==> src/rtl/mem_arbiter.sv <==
// mem_arbiter: shares one memory port between instruction fetch and data access, one transaction at a time.
// Build option MEM_ARB_RR_EN selects round-robin arbitration instead of data priority with a starvation limit.
module mem_arbiter #(
   parameter int ADDR_W       = 32,
   parameter int DATA_W       = 32,
   parameter int STARVE_LIMIT = 4
) (
   input  logic                clk,
   input  logic                reset,
   input  logic                instruction_valid,
   input  logic [ADDR_W-1:0]   instruction_addr,
   output logic                instruction_ack,
   output logic                instruction_ready,
   output logic [DATA_W-1:0]   instruction_read,
   input  logic                data_read_valid,
   input  logic                data_write_valid,
   input  logic [ADDR_W-1:0]   data_addr,
   input  logic [DATA_W-1:0]   data_write,
   input  logic [DATA_W/8-1:0] data_write_byte,
   output logic                data_ack,
   output logic                data_ready,
   output logic [DATA_W-1:0]   data_read,
   output logic                mem_valid,
   output logic                mem_we,
   output logic [ADDR_W-1:0]   mem_addr,
   output logic [DATA_W-1:0]   mem_wdata,
   output logic [DATA_W/8-1:0] mem_wstrb,
   input  logic                mem_ack,
   input  logic                mem_ready,
   input  logic [DATA_W-1:0]   mem_rdata,
   // FSM state for observation: 0 = IDLE, 1 = ISSUE, 2 = WAIT
   output logic [1:0]          dbg_state
);

   // Handshake: a requester holds valid until its ack; ack mirrors mem_ack while that
   // requester owns the ISSUE cycle, and ready mirrors mem_ready once the request was accepted.
   typedef enum logic [1:0] {IDLE = 2'd0, ISSUE = 2'd1, WAIT = 2'd2} state_t;

   localparam logic OWN_INST = 1'b0;
   localparam logic OWN_DATA = 1'b1;
   localparam int   STRB_W   = DATA_W / 8;

   state_t            state_q, state_d;
   logic              owner_q, owner_d;
   logic              we_q, we_d;
   logic [ADDR_W-1:0] addr_q, addr_d;
   logic [DATA_W-1:0] wdata_q, wdata_d;
   logic [STRB_W-1:0] wstrb_q, wstrb_d;

   logic inst_req;
   logic data_req;
   logic grant_data;
   logic granting;

   assign inst_req = instruction_valid;
   assign data_req = data_read_valid | data_write_valid;
   assign granting = (state_q == IDLE) && (inst_req || data_req);

`ifdef MEM_ARB_RR_EN
   logic rr_q, rr_d;

   always_comb begin
      grant_data = data_req && !(inst_req && (rr_q == OWN_INST));
      rr_d       = rr_q;
      if (granting) begin
         rr_d = grant_data ? OWN_INST : OWN_DATA;
      end
   end

   always_ff @(posedge clk or negedge reset) begin
      if (!reset) begin
         rr_q <= OWN_INST;
      end else begin
         rr_q <= rr_d;
      end
   end
`else
   localparam logic [3:0] LIMIT = 4'(STARVE_LIMIT);
   logic [3:0] starve_q, starve_d;

   // A waiting fetch wins once it has been passed over LIMIT times in a row.
   always_comb begin
      grant_data = data_req && !(inst_req && (starve_q == LIMIT));
      starve_d   = starve_q;
      if (granting) begin
         if (grant_data && inst_req) begin
            starve_d = starve_q + 4'd1;
         end else begin
            starve_d = '0;
         end
      end
   end

   always_ff @(posedge clk or negedge reset) begin
      if (!reset) begin
         starve_q <= '0;
      end else begin
         starve_q <= starve_d;
      end
   end
`endif

   always_comb begin
      state_d = state_q;
      owner_d = owner_q;
      we_d    = we_q;
      addr_d  = addr_q;
      wdata_d = wdata_q;
      wstrb_d = wstrb_q;
      case (state_q)
         IDLE: begin
            if (granting) begin
               state_d = ISSUE;
               owner_d = grant_data ? OWN_DATA : OWN_INST;
               we_d    = grant_data && data_write_valid;
               addr_d  = grant_data ? data_addr : instruction_addr;
               wdata_d = (grant_data && data_write_valid) ? data_write : '0;
               wstrb_d = (grant_data && data_write_valid) ? data_write_byte : '0;
            end
         end
         ISSUE: begin
            if (mem_ack) begin
               state_d = mem_ready ? IDLE : WAIT;
            end
         end
         WAIT: begin
            if (mem_ready) begin
               state_d = IDLE;
            end
         end
         default: state_d = IDLE;
      endcase
   end

   always_ff @(posedge clk or negedge reset) begin
      if (!reset) begin
         state_q <= IDLE;
         owner_q <= OWN_INST;
         we_q    <= 1'b0;
         addr_q  <= '0;
         wdata_q <= '0;
         wstrb_q <= '0;
      end else begin
         state_q <= state_d;
         owner_q <= owner_d;
         we_q    <= we_d;
         addr_q  <= addr_d;
         wdata_q <= wdata_d;
         wstrb_q <= wstrb_d;
      end
   end

   logic issue_ack;
   logic ready_window;

   assign issue_ack    = (state_q == ISSUE) && mem_ack;
   assign ready_window = issue_ack || (state_q == WAIT);

   assign mem_valid = (state_q == ISSUE);
   assign mem_we    = we_q;
   assign mem_addr  = addr_q;
   assign mem_wdata = wdata_q;
   assign mem_wstrb = wstrb_q;

   assign instruction_ack   = issue_ack && (owner_q == OWN_INST);
   assign data_ack          = issue_ack && (owner_q == OWN_DATA);
   assign instruction_ready = mem_ready && ready_window && (owner_q == OWN_INST);
   assign data_ready        = mem_ready && ready_window && (owner_q == OWN_DATA);
   assign instruction_read  = mem_rdata;
   assign data_read         = mem_rdata;

   assign dbg_state = state_q;

endmodule
==> config.mk <==
export PLATFORM = sky130hd
export DESIGN_NAME = mem_arbiter
export DESIGN_NICKNAME = d
export VERILOG_FILES = /design/src/rtl/mem_arbiter.sv
export SDC_FILE = /design/constraint.sdc
export NUM_CORES = 1
export LEC_CHECK = 0
export ABC_AREA = 0
export BUFFER_PORTS_ARGS = -buffer_cell sky130_fd_sc_hd__buf_2
export CORE_AREA = 2 2 107 109
export DETAILED_ROUTE_END_ITERATION = 10
export DIE_AREA = 0 0 109 111
export PLACE_DENSITY_LB_ADDON = 0.15
export SETUP_SLACK_MARGIN = 0.1
export SYNTH_ARGS = -nofsm -noshare
export SYNTH_HDL_FRONTEND = slang
export SYNTH_SLANG_ARGS = --single-unit
==> constraint.sdc <==
create_clock -name clk -period 1.9 [get_ports clk]
set_input_delay 0.285 -clock clk [delete_from_list [all_inputs] [get_ports clk]]
set_output_delay 0.285 -clock clk [all_outputs]
set_load 0.01 [all_outputs]
==> results of run 1 <==
==> stage by stage <==
step	std cells	cell area (um2)	total power (uW)
detailed placement	596	4500	6060
global placement	596	4500	6010
floorplan	348	3910	4920
global route	615	4850	8280
finish	615	4850	7740
CTS	614	4810	7790
==> metal layers <==
layer | vias up | global-route usage
met2 | 187 | 0.292
li1 | 1499 | -
met5 | - | 0
met3 | 12 | 0.0641
met4 | 0 | 0.0624
met1 | 1527 | 0.249
==> synth_stat cells, drive strengths merged <==
cell type | n | area (um2)
nand3b | 1 | 7.51
nor2 | 5 | 26.3
dfrtp | 76 | 1900
nand2 | 1 | 3.75
o22ai | 1 | 6.26
nand2b | 2 | 12.5
a211oi | 2 | 15.0
a22o | 36 | 315
nand4 | 3 | 18.8
a21o | 1 | 7.51
clkbuf | 11 | 41.3
and4b | 1 | 10.0
nor2b | 1 | 6.26
or2 | 2 | 12.5
a311oi | 32 | 280
o21ai | 39 | 199
nand4b | 1 | 23.8
buf | 85 | 634
a21oi | 1 | 5.00
ha | 2 | 25.0
and3 | 1 | 6.26
nor3 | 1 | 16.3
nand3 | 2 | 10.0
o311ai | 2 | 17.5
a2bb2oi | 32 | 280
inv | 7 | 26.3
==> final cells by class <==
class,count,area [um2]
multi-input cells,169,1340
clock buffers,9,225
clock inverters,7,67.6
inverters,7,26.3
fillers,1102,6220
flip-flops and latches,76,1900
well taps,143,179
repair buffers,204,1110
==> repair_timing <==
action                     CTS  global route
resized for setup            0             8
hold endpoints to repair    29             0
setup endpoints to repair    2            51
buffers inserted             1             1
hold buffers                 1             0
==> power by group through the flow <==
stage / combinational, uW / clock (uW) / sequential (uW)
floorplan: 1880 / 0 / 3040
global placement: 3260 / 0 / 2750
detailed placement: 3320 / 0 / 2750
CTS: 3320 / 1730 / 2740
global route: 3630 / 1810 / 2840
finish: 3310 / 1680 / 2740
==> cell families after synthesis <==
| family | Yosys count | share of synthesized area |
|---|---|---|
| buf+inv | 103 | 0.180 |
| fa+ha+maj | 2 | 0.00640 |
| flops | 76 | 0.487 |
| compound gates | 146 | 0.288 |
| simple gates | 21 | 0.0394 |
==> worst max-delay path, cell delays in order (launching register included) <==
cell and delay [ps]:
dfrtp_1 410, nand2b_4 160, inv_1 70, nand2_2 90
a211oi_1 200, buf_2 170
==> cell usage in the layout, fill, tap and decap left out, drive strengths merged, types with 2 or more instances in the layout <==
master    instances
ha                2
nand4             3
clkinvlp          3
nand3             2
a22o             36
o21ai            39
or2               2
a311oi           32
o311ai            2
inv               7
a2bb2oi          32
a211oi            2
nor2              5
dfrtp            76
buf             203
nand2b            2
clkbuf            9
clkinv            3
==> sequential cells by signal (all words and copies together), names as in the netlist <==
name / flops
dbg_state: 2
mem_addr: 32
mem_wdata: 32
mem_we: 1
mem_wstrb: 4
owner_q: 1
starve_q: 4
==> worst max-delay path by stage <==
stage	slack, ps	endpoint	start
6_report	180	instruction_ready	dbg_state[1]$_DFFE_PN0P_
5_1_grt	90	mem_addr[21]$_DFFE_PN0P_	dbg_state[0]$_DFFE_PN0P_
4_1_cts	110	data_ready	dbg_state[1]$_DFFE_PN0P_
3_5_place_dp	130	mem_wdata[19]$_DFFE_PN0P_	starve_q[0]$_DFFE_PN0P_
3_3_place_gp	200	mem_wdata[18]$_DFFE_PN0P_	starve_q[0]$_DFFE_PN0P_
2_1_floorplan	370	mem_wdata[19]$_DFFE_PN0P_	starve_q[0]$_DFFE_PN0P_
==> reports/metrics.yaml, run 1 <==
wl_met3_mm: 1.21
coreArea_um2: 11100
cts_root_buffer: "clkbuf_16"
drive_above_1_share: 0.487
syn_area_um2: 3910
critPathKind: "flip-flop to output pin"
drv_slew: 0
synth_cells: 348
cp-start-kind: "flip-flop"
rows: 39
wl_met1_mm: 4.84
hold_end: "dbg_state[1]$_DFFE_PN0P_"
ant_nets: 0
clkLatencyLatePin_ps: 330
seq_power_share: 0.355
p_sw_uw: 2810
diodes: 0
reg2reg_depth: 6
setup_viol: 0
min-delay-start: "mem_ready"
p_per_area_nw_per_um2: 1590
drtIter0Drc: 182
syn_avg_cell_area_um2: 11.2
post-route-util: 0.438
yosysSeqAreaShare: 0.487
gr-usage-all-layers: 0.190
wl_met2_mm: 5.10
fin_crit_sh: 0.903
rrSetupSlack_ps: 210
timing.rr.start: "starve_q[0]$_DFFE_PN0P_"
routabilityCongestion: 0.733
internal-power_uw: 4930
leakage_uw: 0.00238
finalHoldViolations: 0
nNetsFinal: 608
fmax_mhz: 583
worstPathMaxFanout: 5
overflow: 0
hold_path.class: "input port to flip-flop"
grt_max_degree: 39
setup_tns_ps: 0
numCtsBuffers: 9
power_frac_comb: 0.428
drc: 0
end_kind: "output pin"
die_h_um: 111
drtPass1Iterations: 4
rsz0062_at_grt: "yes"
vias_per_cell: 5.24
num_vias: 3225
ys_ff_latch: 76
antenna_found_initial: 1
wl_per_cell_um: 18.4
dp_slack_ps: 134
reg2reg_to: "mem_wdata[20]$_DFFE_PN0P_"
status: "finished clean"
worst_pin_slew_ps: 563
drt_wl_total_mm: 11.3
place_hpwl_mm: 8.31
cts_tree: "built"
clkPwrFrac: 0.218
first_global_vias: 3231
port-buffer-count: 182
maxCapViolations: 0
whs_path_depth: 2
dieArea_um2: 12100
timing.slew.headroom: 0.624
hold_slack_ps: 118
cts.clk_slew.worst_paths_ps: 60
cts.sinks: 76
p_sw_frac: 0.363
fin_worst_skew_ps: 4.61
critPathRequiredTime_ps: 1620
initial_core_util: 0.353
routed.top_layer: "met4"
arrival_ps: 1430
die_w_um: 109
io-pin-count: 279
clk_path_buf_depth: 2
grt_first_pass_wirelength_mm: 17.7
timing.final.crit_period_ps: 1720
syn_to_final_growth_pct: 24.2
yosysWarningCount: 0
synth_nets: 489
yosysUniqueCellTypes: 31
peakVddDrop_v: 0.000585
setup_slack_ps: 183
cts.htree.levels: 3
Note: power is estimated with default switching activity, not from simulation.
==> run 2, diff against run 1 <==
--- a/config.mk
+++ b/config.mk
@@ -7,9 +7,11 @@
 export LEC_CHECK = 0
 export ABC_AREA = 0
 export BUFFER_PORTS_ARGS = -buffer_cell sky130_fd_sc_hd__buf_2
-export CORE_AREA = 2 2 107 109
+export CELL_PAD_IN_SITES_DETAIL_PLACEMENT = 1
+export CELL_PAD_IN_SITES_GLOBAL_PLACEMENT = 2
+export CORE_UTILIZATION = 23
 export DETAILED_ROUTE_END_ITERATION = 10
-export DIE_AREA = 0 0 109 111
+export MAX_ROUTING_LAYER = met4
 export PLACE_DENSITY_LB_ADDON = 0.15
 export SETUP_SLACK_MARGIN = 0.1
 export SYNTH_ARGS = -nofsm -noshare
==> reports/metrics.yaml, run 2 (synthesized netlist as in run 1, its figures left out) <==
status: "finished clean"  # unchanged
maxCapViolations: 0  # unchanged
cts.htree.levels: 3  # unchanged
rsz0062_at_grt: "no"  # was yes
fmax_mhz: 582  # was 583 MHz
vias_per_cell: 4.74  # was 5.24
gr-usage-all-layers: 0.154  # was 0.190
critPathKind: "flip-flop to flip-flop"  # was flip-flop to output pin
drv_slew: 0  # unchanged
initial_core_util: 0.236  # was 0.353
finalHoldViolations: 0  # unchanged
timing.final.crit_period_ps: 1720  # about the same
dieArea_um2: 17500  # was 12,100 um2
place_hpwl_mm: 9.28  # was 8.31 mm
leakage_uw: 0.00239  # was 0.00238 uW
syn_to_final_growth_pct: 27.4  # was 24.2%
drc: 0  # unchanged
port-buffer-count: 182  # unchanged
worstPathMaxFanout: 24  # was 5
overflow: 0  # unchanged
path_cells: "buf_4, or2_2, buf_4, a311oi_1, a2bb2oi_1"  # was nand2b_4, inv_1, nand2_2, a211oi_1, buf_2
clkLatencyLatePin_ps: 340  # was 330 ps
cts_tree: "built"  # unchanged
layout_commonest_cell: "buf_2"  # unchanged
drtIter0Drc: 102  # was 182
critPathRequiredTime_ps: 2100  # was 1620 ps
peakVddDrop_v: 0.000519  # was 0.000585 V
crit_slowest_cell: "dfrtp_1"  # unchanged
total_power_uw: 7960  # was 7740 uW
seqCellArea_um2: 1900  # unchanged
fin_worst_skew_ps: 10.6  # was 4.61 ps
whs_path_depth: 2  # unchanged
reg2reg_depth: 5  # was 6
cp_common_cell: "buf_4"
arrival_ps: 1920  # was 1430 ps
end_kind: "flip-flop"  # was output pin
slowest_delay_ps: 380  # was 410 ps
routabilityCongestion: 0.729  # was 0.733
drt_wl_total_mm: 13.1  # was 11.3 mm
hold_path.class: "input port to flip-flop"  # unchanged
nNetsFinal: 606  # was 608
antenna_found_initial: 5  # was 1
coreArea_um2: 16600  # was 11,100 um2
grt_first_pass_wirelength_mm: 20.2  # was 17.7 mm
numCtsBuffers: 9  # unchanged
multi_input_area_um2: 1320  # was 1340 um2
drive_above_1_share: 0.483  # was 0.487
timing.slew.headroom: 0.732  # was 0.624
cts.sinks: 76  # unchanged
ant_nets: 0  # unchanged
post-route-util: 0.300  # was 0.438
p_per_area_nw_per_um2: 1600  # was 1590 nW/um2
setup_slack_ps: 181  # was 183 ps
io-pin-count: 279  # unchanged
worst_pin_slew_ps: 401  # was 563 ps
setup_viol: 0  # unchanged
clk_path_buf_depth: 2  # unchanged
dp_slack_ps: 79.8  # was 134 ps
rows: 47  # was 39
hold_slack_ps: 122  # was 118 ps
cts_root_buffer: "clkbuf_16"  # unchanged
fill_cells: 1913  # was 1,102
num_vias: 3295  # was 3,225
cts.clk_slew.worst_paths_ps: 50  # was 60 ps
grt_max_degree: 39  # unchanged
layout_common_cells: "buf_2, dfrtp_1, a22o_1"  # unchanged
cp-start-kind: "flip-flop"  # unchanged
die_w_um: 132  # was 109 um
die_h_um: 132  # was 111 um
first_global_vias: 3460  # was 3,231
setup_tns_ps: 0  # unchanged
drtPass1Iterations: 4  # unchanged
wl_per_cell_um: 18.8  # was 18.4 um
fin_crit_sh: 0.905  # was 0.903
run 2: cell types whose count changed in the layout (fill, tap and decap cells not counted), sizes merged:
cell and change:
clkinvlp -1, clkinv -1, diode +5, clkbuf +1
buf -2, inv +1
run 2: report_power, final:
group	leakage, uW	total [uW]	internal, uW	switching [uW]
Sequential	0.000926	2770	2330	442
Clock	0.000145	1790	1060	725
Combinational	0.00132	3400	1610	1780
Total	0.00239	7960	5000	2950
run 2: critical path: cells and delay by family, from the launching register on:
| kind | cells | cell delay, ps |
|---|---|---|
| and+or+nand+nor | 1 | 340 |
| AOI/OAI and AO/OA | 2 | 470 |
| buffers and inverters | 2 | 380 |
| DFF | 1 | 380 |
run 2: worst paths after layout:
| path | startpoint | slack [ps] | end |
|---|---|---|---|
| max in group asynchronous | reset | 920 | dbg_state[0]$_DFFE_PN0P_ |
| min reg2reg | mem_we$_DFFE_PN0P_ | 480 | mem_we$_DFFE_PN0P_ |
| min in group asynchronous | reset | 410 | mem_addr[7]$_DFFE_PN0P_ |
| min | mem_ready | 120 | dbg_state[1]$_DFFE_PN0P_ |
| max reg2reg | dbg_state[1]$_DFFE_PN0P_ | 180 | mem_addr[25]$_DFFE_PN0P_ |
| max | dbg_state[1]$_DFFE_PN0P_ | 180 | mem_addr[25]$_DFFE_PN0P_ |
run 2: what timing repair did:
item,4_1_cts,5_1_grt
endpoints found under the setup margin,38,9
hold buffers,1,0
gates resized for setup,2,2
endpoints found under the hold margin,22,0
buffers inserted,3,0
run 2: final cells by class:
| class | instances | share of cell area |
|---|---|---|
| Multi-Input combinational cell | 169 | 0.265 |
| Clock inverter | 6 | 0.0143 |
| Antenna cell | 5 | 0.00251 |
| Clock buffer | 10 | 0.0480 |
| Sequential cell | 76 | 0.382 |
| Inverter | 7 | 0.00528 |
| Timing Repair Buffer | 202 | 0.227 |
| Tap cell | 220 | 0.0553 |
run 2: per-layer routing:
| layer | vias up | routed length, um | track usage |
|---|---|---|---|
| met2 | 156 | 5530 | 0.215 |
| met4 | 0 | 170 | 0.0556 |
| met3 | 17 | 1170 | 0.0542 |
| met5 | - | 0 | - |
| li1 | 1504 | - | - |
| met1 | 1618 | 6200 | 0.204 |
run 2: stage by stage:
| step | cell area, um2 | std cells |
|---|---|---|
| 2_1_floorplan | 3910 | 348 |
| 5_1_grt | 4980 | 695 |
| 3_5_place_dp | 4610 | 670 |
| 3_3_place_gp | 4610 | 670 |
| 6_report | 4980 | 695 |
| 4_1_cts | 4960 | 690 |
==> run 3, diff against run 2 <==
--- a/config.mk
+++ b/config.mk
@@ -9,7 +9,8 @@
 export BUFFER_PORTS_ARGS = -buffer_cell sky130_fd_sc_hd__buf_2
 export CELL_PAD_IN_SITES_DETAIL_PLACEMENT = 1
 export CELL_PAD_IN_SITES_GLOBAL_PLACEMENT = 2
-export CORE_UTILIZATION = 23
+export CORE_UTILIZATION = 20
+export CTS_CLUSTER_DIAMETER = 30
 export DETAILED_ROUTE_END_ITERATION = 10
 export MAX_ROUTING_LAYER = met4
 export PLACE_DENSITY_LB_ADDON = 0.15
==> constraint.sdc (replaced) <==
create_clock -name clk -period 1.38 [get_ports clk]
set_input_delay 0.207 -clock clk [delete_from_list [all_inputs] [get_ports clk]]
set_output_delay 0.207 -clock clk [all_outputs]
set_load 0.01 [all_outputs]
==> reports/metrics.yaml, run 3 (synthesized netlist as in run 1, its figures left out) <==
end_kind: "flip-flop"  # unchanged
setup_tns_ps: -14010  # was 0 ps
syn_to_final_growth_pct: 55.8  # was 27.4%
drv_slew: 0  # unchanged
layout_common_cells: "buf_2, dfrtp_1, a22o_1"  # unchanged
peakVddDrop_v: 0.000636  # was 0.000519 V
cp-start-kind: "flip-flop"  # unchanged
crit_family: "buffers and inverters"  # was compound AO/OA/AOI/OAI gates
post-route-util: 0.321  # was 0.300
port-buffer-count: 182  # unchanged
wl_met2_mm: 7.60  # was 5.53 mm
reg2reg_depth: 9  # was 5
power_frac_comb: 0.532  # was 0.427
timing.rr.start: "dbg_state[1]$_DFFE_PN0P_"  # unchanged
ant_nets: 0  # unchanged
die_h_um: 142  # was 132 um
place_hpwl_mm: 9.67  # was 9.28 mm
num_vias: 3593  # was 3,295
path_cells: "buf_6, buf_4, buf_6, nor2_4, buf_6, o21ai_4, buf_6, buf_6, a22o_1"  # was buf_4, or2_2, buf_4, a311oi_1, a2bb2oi_1
rows: 50  # was 47
dieArea_um2: 20100  # was 17,500 um2
p_sw_uw: 4960  # was 2950 uW
cts_tree: "built"  # unchanged
wl_met3_mm: 1.04  # was 1.17 mm
hold_path.class: "input port to flip-flop"  # unchanged
timing.slew.headroom: 0.662  # was 0.732
total_power_uw: 13100  # was 7960 uW
reg2reg_to: "mem_wstrb[2]$_DFFE_PN0P_"  # was mem_addr[25]$_DFFE_PN0P_
fin_area_um2: 6090  # was 4980 um2
internal-power_uw: 8180  # was 5000 uW
clkPwrFrac: 0.176  # was 0.225
grt_max_degree: 30  # was 39
coreArea_um2: 19000  # was 16,600 um2
numCtsBuffers: 9  # unchanged
worst_pin_slew_ps: 506  # was 401 ps
drtIter0Drc: 93  # was 102
whs_path_depth: 2  # unchanged
io-pin-count: 279  # unchanged
slowest_delay_ps: 390  # was 380 ps
hold_end: "dbg_state[1]$_DFFE_PN0P_"  # unchanged
drtPass1Iterations: 5  # was 4
cts.sinks: 76  # unchanged
first_global_vias: 4011  # was 3,460
routed.top_layer: "met4"  # unchanged
fin_crit_sh: 1.23  # was 0.905
setup_viol: 79  # was 0
leakage_uw: 0.00280  # was 0.00239 uW
nNetsFinal: 658  # was 606
layout_commonest_cell: "buf_2"  # unchanged
worstPathMaxFanout: 8  # was 24
finalHoldViolations: 0  # unchanged
maxCapViolations: 0  # unchanged
clk_path_buf_depth: 2  # unchanged
grt_first_pass_wirelength_mm: 23.1  # was 20.2 mm
critPathRequiredTime_ps: 1610  # was 2100 ps
antenna_found_initial: 4  # was 5
die_w_um: 142  # was 132 um
crit_slowest_cell: "dfrtp_1"  # unchanged
drive_above_1_share: 0.632  # was 0.483
arrival_ps: 1920  # about the same
rsz0062_at_grt: "yes"  # was no
timing.final.crit_period_ps: 1690  # was 1720 ps
seq_power_share: 0.291  # was 0.348
cts.htree.levels: 3  # unchanged
drt_wl_total_mm: 15.8  # was 13.1 mm
initial_core_util: 0.206  # was 0.236
min-delay-start: "mem_ready"  # unchanged
wl_met1_mm: 6.84  # was 6.20 mm
wl_per_cell_um: 20.0  # was 18.8 um
drc: 0  # unchanged
routabilityCongestion: 0.752  # was 0.729
p_sw_frac: 0.378  # was 0.371
critPathKind: "flip-flop to flip-flop"  # unchanged
place_area_um2: 4890  # was 4610 um2
cts.clk_slew.worst_paths_ps: 70  # was 50 ps
clkLatencyLatePin_ps: 340  # about the same
status: "finished, violations left"  # was finished clean
setup_slack_ps: -312  # was 181 ps
cts_root_buffer: "clkbuf_16"  # unchanged
vias_per_cell: 4.57  # was 4.74
fin_worst_skew_ps: 6.25  # was 10.6 ps
fmax_mhz: 591  # was 582 MHz
violations: "setup timing"
gr-usage-all-layers: 0.158  # was 0.154
cp_common_cell: "buf_6"  # was buf_4
overflow: 0  # unchanged
rrSetupSlack_ps: -310  # was 180 ps
crit_buf_inv: 6  # was 2
p_per_area_nw_per_um2: 2160  # was 1600 nW/um2
run 3: changes by cell type in the layout (fill, tap and decap cells not counted), moves of 10 or more:
cell | before | now
a2bb2oi_1 | 32 | 22
a2bb2oi_2 | 0 | 10
a311oi_1 | 32 | 0
a311oi_2 | 0 | 28
buf_4 | 14 | 29
buf_6 | 1 | 19
run 3: worst max-delay path by stage:
stage / from / endpoint / cells past startpoint / slack (ps)
2_1_floorplan: starve_q[1]$_DFFE_PN0P_ / mem_wdata[20]$_DFFE_PN0P_ / 7 / -90
3_3_place_gp: dbg_state[1]$_DFFE_PN0P_ / mem_wdata[13]$_DFFE_PN0P_ / 4 / -180
3_5_place_dp: dbg_state[1]$_DFFE_PN0P_ / mem_wdata[22]$_DFFE_PN0P_ / 4 / -190
4_1_cts: dbg_state[1]$_DFFE_PN0P_ / instruction_ack / 7 / -290
5_1_grt: dbg_state[1]$_DFFE_PN0P_ / mem_wstrb[0]$_DFFE_PN0P_ / 9 / -360
6_report: dbg_state[1]$_DFFE_PN0P_ / mem_wstrb[2]$_DFFE_PN0P_ / 9 / -310
run 3: final cells by class:
| class | count | area (um2) |
|---|---|---|
| Inverter | 7 | 28.8 |
| Timing Repair Buffer | 247 | 1770 |
| Tap cell | 260 | 325 |
| Antenna cell | 4 | 10.0 |
| Sequential cell | 76 | 1900 |
| Multi-Input combinational cell | 176 | 1780 |
| Fill cell | 2094 | 12900 |
| Clock buffer | 9 | 225 |
| Clock inverter | 7 | 57.6 |
run 3: per-stage QoR:
step	setup WS (ps)	hold WS, ps	cells
final	-312	21.7	786
after floorplan	-93.4	-88.6	348
after global routing	-363	7.59	786
after CTS	-290	4.45	773
after detailed placement	-191	154	729
after global placement	-185	151	729
run 3: timing repair:
action | 4_1_cts | 5_1_grt
cloned | 10 | 7
hold endpoints to repair | 22 | 0
gates resized for setup | 60 | 40
pin swaps | 36 | 62
buffers inserted | 17 | 8
hold buffers | 1 | 0
setup endpoints to repair | 80 | 81
run 3: power groups by stage:
stage	registers [uW]	logic (uW)	clock network (uW)
6_report	3830	7000	2320
3_3_place_gp	3830	5040	0
5_1_grt	3970	7520	2500
2_1_floorplan	4190	2710	0
3_5_place_dp	3790	5140	0
4_1_cts	3820	6520	2430
run 3: routing by layer:
layer / vias up / GRT usage
met1: 1815 / 0.188
met4: 0 / 0.0515
li1: 1625 / -
met3: 23 / 0.0503
met5: - / -
met2: 130 / 0.251
